$ cat config.mk
export PLATFORM = sky130hd
export DESIGN_NAME = multdiv_sched
export DESIGN_NICKNAME = d
export VERILOG_FILES = /design/src/rtl/multdiv_sched.sv
export SDC_FILE = /design/constraint.sdc
export NUM_CORES = 1
export LEC_CHECK = 0
export CORE_ASPECT_RATIO = 0.7
export CORE_MARGIN = 4
export CORE_UTILIZATION = 35
export CTS_BUF_LIST = sky130_fd_sc_hd__clkbuf_4
export CTS_CLUSTER_DIAMETER = 40
export DETAILED_ROUTE_END_ITERATION = 10
export PLACE_DENSITY_LB_ADDON = 0.3
export RECOVER_POWER = 50
export SLEW_MARGIN = 0
export SYNTH_ARGS = -nofsm -noshare
export SYNTH_HDL_FRONTEND = slang
export SYNTH_SLANG_ARGS = --single-unit
$ cat constraint.sdc
create_clock -name clock -period 7.32 [get_ports clock]
set_input_delay 1.83 -clock clock [delete_from_list [all_inputs] [get_ports clock]]
set_output_delay 1.83 -clock clock [all_outputs]
set_load 0.05 [all_outputs]
$ cat src/rtl/multdiv_sched.sv
// multdiv_sched: round-robin scheduler sharing one multdiv unit between two
// requesters. Latches one request, issues a single start pulse, waits for
// resultRDY under a watchdog and returns a tagged response with backpressure.
module multdiv_sched #(
  parameter int unsigned TIMEOUT = 80,
  parameter int unsigned TAG_W   = 5
) (
  input  logic             clock,
  input  logic             reset,
  input  logic [1:0]       req_valid,
  input  logic [1:0]       req_op,
  input  logic [31:0]      req_a0,
  input  logic [31:0]      req_a1,
  input  logic [31:0]      req_b0,
  input  logic [31:0]      req_b1,
  input  logic [TAG_W-1:0] req_tag0,
  input  logic [TAG_W-1:0] req_tag1,
  output logic [1:0]       req_ready,
  output logic [31:0]      md_operandA,
  output logic [31:0]      md_operandB,
  output logic             md_ctrl_MULT,
  output logic             md_ctrl_DIV,
  input  logic [31:0]      md_result,
  input  logic             md_exception,
  input  logic             md_resultRDY,
  output logic             resp_valid,
  input  logic             resp_ready,
  output logic             resp_id,
  output logic [TAG_W-1:0] resp_tag,
  output logic [31:0]      resp_result,
  output logic             resp_exception,
  output logic             resp_timeout,
  output logic             busy
);

  localparam int unsigned    CW       = $clog2(TIMEOUT);
  localparam logic [CW-1:0]  CNT_LAST = CW'(TIMEOUT - 1);

  typedef enum logic [1:0] {IDLE, START, BUSY, DONE} state_t;

  state_t             state, state_nxt;
  logic               ptr;
  logic               grant_any;
  logic               grant_id;
  logic               accept;
  logic               op_q;
  logic               id_q;
  logic [31:0]        a_q;
  logic [31:0]        b_q;
  logic [TAG_W-1:0]   tag_q;
  logic [CW-1:0]      cnt;
  logic [31:0]        res_q;
  logic               exc_q;
  logic               to_q;
  logic               rdy_ok;
  logic               tmo;

  // Arbitration: a lone requester wins; on contention the pointer decides.
  always_comb begin
    grant_any = 1'b0;
    grant_id  = 1'b0;
    unique case (req_valid)
      2'b01:   begin grant_any = 1'b1; grant_id = 1'b0; end
      2'b10:   begin grant_any = 1'b1; grant_id = 1'b1; end
      2'b11:   begin grant_any = 1'b1; grant_id = ptr;  end
      default: begin grant_any = 1'b0; grant_id = 1'b0; end
    endcase
  end

  assign accept = (state == IDLE) && grant_any;
  // Ready from a stale RDY in the first BUSY cycle is not trusted.
  assign rdy_ok = (cnt != '0) && md_resultRDY;
  assign tmo    = (cnt == CNT_LAST);

  // Grant is offered only in IDLE and is forced low while reset is asserted.
  always_comb begin
    req_ready = '0;
    if ((state == IDLE) && grant_any && !reset)
      req_ready[grant_id] = 1'b1;
  end

  // Next-state logic.
  always_comb begin
    state_nxt = state;
    unique case (state)
      IDLE:    if (accept) state_nxt = START;
      START:   state_nxt = BUSY;
      BUSY:    if (rdy_ok || tmo) state_nxt = DONE;
      DONE:    if (resp_ready) state_nxt = IDLE;
      default: state_nxt = IDLE;
    endcase
  end

  // State register.
  always_ff @(posedge clock or posedge reset) begin
    if (reset) state <= IDLE;
    else       state <= state_nxt;
  end

  // Request latch, round-robin pointer, watchdog counter and response capture.
  always_ff @(posedge clock or posedge reset) begin
    if (reset) begin
      ptr   <= 1'b0;
      op_q  <= 1'b0;
      id_q  <= 1'b0;
      a_q   <= '0;
      b_q   <= '0;
      tag_q <= '0;
      cnt   <= '0;
      res_q <= '0;
      exc_q <= 1'b0;
      to_q  <= 1'b0;
    end else begin
      if (accept) begin
        op_q  <= req_op[grant_id];
        id_q  <= grant_id;
        a_q   <= grant_id ? req_a1 : req_a0;
        b_q   <= grant_id ? req_b1 : req_b0;
        tag_q <= grant_id ? req_tag1 : req_tag0;
        ptr   <= ~grant_id;
      end
      if (state == START)
        cnt <= '0;
      else if ((state == BUSY) && !tmo)
        cnt <= cnt + CW'(1);
      if (state == BUSY) begin
        if (rdy_ok) begin
          res_q <= md_result;
          exc_q <= md_exception;
          to_q  <= 1'b0;
        end else if (tmo) begin
          res_q <= '0;
          exc_q <= 1'b1;
          to_q  <= 1'b1;
        end
      end
    end
  end

  assign md_operandA    = a_q;
  assign md_operandB    = b_q;
  assign md_ctrl_MULT   = (state == START) && !op_q;
  assign md_ctrl_DIV    = (state == START) &&  op_q;
  assign resp_valid     = (state == DONE);
  assign resp_id        = id_q;
  assign resp_tag       = tag_q;
  assign resp_result    = res_q;
  assign resp_exception = exc_q;
  assign resp_timeout   = to_q;
  assign busy           = (state != IDLE);

endmodule

==> results by group <==
Logic synthesis
  • Syn_nets: 567
  • Post-synth EDFFs: 0
  • Cells after Synth: 382
  • Synth area leader: dfrtp_1
  • Yosys warning total: 0
  • Most numerous cell in the Yosys netlist: dfrtp_1
  • Ranking of synthesized cells by area: dfrtp_1 (62%), a222oi_1 (15%), inv_1 (6.3%)
  • Register area share after synthesis: 0.615
  • Compound-cell area share of the yosys netlist: 0.229
  • Largest family of logic cells by synthesized area: compound AO/OA/AOI/OAI gates
  • Yosys cell types: 29
  • Most frequent cells after synthesis: dfrtp_1 (115), inv_1 (79), a222oi_1 (70), a22o_1 (32), clkbuf_1 (23)
  • Async SR Flop Fraction: 1.00
  • Syn avg cell area: 12.2 um^2
  • XOR/XNOR share of the synthesized area: 0.0112
  • Flops & latches, synth: 115
  • Primary FF master, synth: dfrtp_1
  • Post-synthesis mux area share: 0.00455
  • Synth top area share: 0.615
  • Syn Std Cell Area: 0.00468 mm^2
  • Simple-Gate Fraction of Synth Area: 0.0302
  • Adder-cell area share of the yosys netlist: 0.0160

Detailed routing
  • Final WL: 15.9 mm
  • Vias per cell: 5.26
  • DRT Pass-1 Iters: 8
  • DR iter-0 viols: between 300 and 400
  • WL per Instance: between 15 and 20 um
  • Detailed-route DRC error count: 0
  • DRT antenna net count: 0
  • Vias: 4,421

STA
  • Setup TNS Final: 0 ns
  • Fin crit share: 0.804
  • RSZ-0062 raised after global routing: no
  • Fmax: 0.170 GHz
  • Final worst path period need: 5.89 ns
  • Worst rel slew slack: -0.861
  • Final Skew: 0.0248 ns
  • Worst slew pin tran: 2.79 ns
  • Final hold violations: 0
  • Final Setup Violations: 0
  • Slew Limit Fails: roughly 140

Critical path
  • Crit. Startpoint: req_valid[0]
  • R2R depth: 6
  • Worst Path Arrival: roughly 6.3 ns
  • Required @ worst endpoint: a little under 8 ns
  • Crit path kind: in2reg
  • Slowest CP cell: clkbuf_1
  • Reg-to-reg endpoint: md_operandB[5]
  • Setup crit end: md_operandB[5]
  • Slowest stage delay, CP: about 2 ns
  • Startpoint Class: primary input
  • Crit. End Element: flop
  • Worst R2R Start: state[0]
  • Reg2Reg Setup Slack: 3.25 ns
  • Worst Path Max Fanout: approximately 60
  • Crit-path cells: dlygate4sd3_1 > o21ai_0 > clkbuf_1 > a222oi_1 > inv_1

CTS
  • CTS Hold Bufs: 0
  • CTS Buffer Depth: 2
  • CTS sink cnt: approximately 120
  • TritonCTS clock tree: yes
  • CTS Buf Count: 17
  • Setup repair bufs after CTS: 0
  • Clk pin slew, worst setup/hold paths: around 0.1 ns
  • Worst-Skew Late Latency: 0.50 ns
  • Resized Gates After CTS: 0
  • H-tree depth: 4
  • CTS Root Cell: clkbuf_4

Pwr
  • Leak: 3.67 nW
  • Pwr Total: 3.92 mW
  • Power Density: between 400 and 500 mW/mm^2
  • IR Drop Worst-Case VDD: 306 uV

Finish
  • Area occupied by registers: 0.00288 mm^2
  • Multi-input gate area in the final layout: 0.00139 mm^2
  • Fin cells: 841
  • Filler cell count: 1,105
  • # diodes: 0
  • Layout cells sized above 1: 0.0548
  • Area growth, synth to finish: 70.1%
  • Final nets: 848

Min path
  • Worst Hold Class: reg2reg

Placement
  • Placed cell count: 810
  • Post-detailed-placement half-perimeter wirelength: 11.4 mm
  • Placer Congestion: 0.801
  • PortBufs: 288

Die
  • Die X: 146 um
  • Die area: 0.0153 mm^2
  • Core area: about 0.013 mm^2
  • Row cnt: 35
  • Die height: 105 um
  • Ports: 289
  • Starting Density: 0.356

Flow run
  • Max Cap Viol: 3

Status
  • Failing checks: max-capacitance violations, max-slew violations
  • Outcome: complete, but fails checks

GRT
  • First-pass GRT wire length: 25.0 mm
  • Initial antenna violation count: 0
  • Largest net degree at the start of global routing: 80
  • Overall routing resource usage: 0.207
  • Number of global-route vias before repair: 4,640
  • Overflow after GRT: 0
-- metal layers --
metal,track usage,up-vias,wire [um]
li1,-,2002,-
met1,0.229,2210,6000
met2,0.357,190,8120
met3,0.0980,19,1590
met4,0.0557,0,233
met5,0,-,0
-- critical path: cells and delay by family --
kind / cells / cell delay [ns]
buffers and inverters: 3 / 2.82
AOI/OAI and AO/OA: 2 / 1.65
-- where the power goes --
group | total [mW] | leakage [nW] | internal [mW] | switching (mW)
logic | 2.37 | 2.10 | 0.850 | 1.52
registers | 1.10 | 1.44 | 0.925 | 0.170
clock network | 0.454 | 0.134 | 0.204 | 0.250
total | 3.92 | 3.67 | 1.98 | 1.94
-- layout by cell type (no fill, tap or decap), types with 2 or more instances in the layout --
cell	n
a21oi_1	4
a21oi_4	2
a222oi_1	70
a22o_1	32
and2_1	4
and3_1	2
buf_4	2
bufinv_16	2
clkbuf_4	18
clkdlybuf4s50_1	286
clkinv_2	2
clkinv_4	2
clkinvlp_4	5
dfrtp_1	115
dlygate4sd3_1	2
ha_1	6
inv_1	78
nand2_1	2
nand3_1	2
nand4_1	2
nor2_1	10
nor2b_1	2
o211ai_1	2
o21ai_0	3
xor2_1	5
-- state kept, by name (all words and copies together), names as in the netlist, 2 cells and up --
register / cells
md_operandB: 32
state: 2
md_operandA: 32
cnt: 7
resp_result: 32
resp_tag: 5
-- cell families (layout without fill, tap and decap cells) --
| group | Yosys count | in the layout |
|---|---|---|
| compound gates | 117 | 117 |
| xor+xnor | 6 | 6 |
| fa+ha+maj | 6 | 6 |
| buf+inv | 109 | 402 |
| flops | 115 | 115 |
| mux | 2 | 2 |
| simple gates | 27 | 27 |
-- metrics by stage --
step | hold WS, ns | utilization | area [um^2] | setup WS [ns]
2_1_floorplan | 0.495 | - | 4680 | 0.595
3_3_place_gp | 0.465 | 0.586 | 7690 | 1.74
4_1_cts | 0.504 | 0.606 | 7970 | 1.72
5_1_grt | 0.523 | 0.606 | 7960 | 1.13
6_report | 0.499 | 0.606 | 7960 | 1.43
3_5_place_dp | 0.477 | 0.586 | 7690 | 1.73
-- area by class of cell --
type                       instances  share of cell area
clock inverter                    13              0.0173
sequential                       115               0.362
clock buffer                      18              0.0170
multi-input combinational        158               0.175
inverter                          79              0.0376
timing repair buffer             292               0.365
tap                              166              0.0261
-- worst min-delay path by stage --
stage	from	endpoint	slack [ns]	depth (start not counted)
after floorplan	op_q	op_q	0.49	2
after global placement	resp_id	resp_id	0.47	1
after detailed placement	resp_id	resp_id	0.48	1
after CTS	resp_id	resp_id	0.50	1
after global routing	resp_id	resp_id	0.52	1
final	resp_id	resp_id	0.50	1
(Power assumes the default switching activity.)
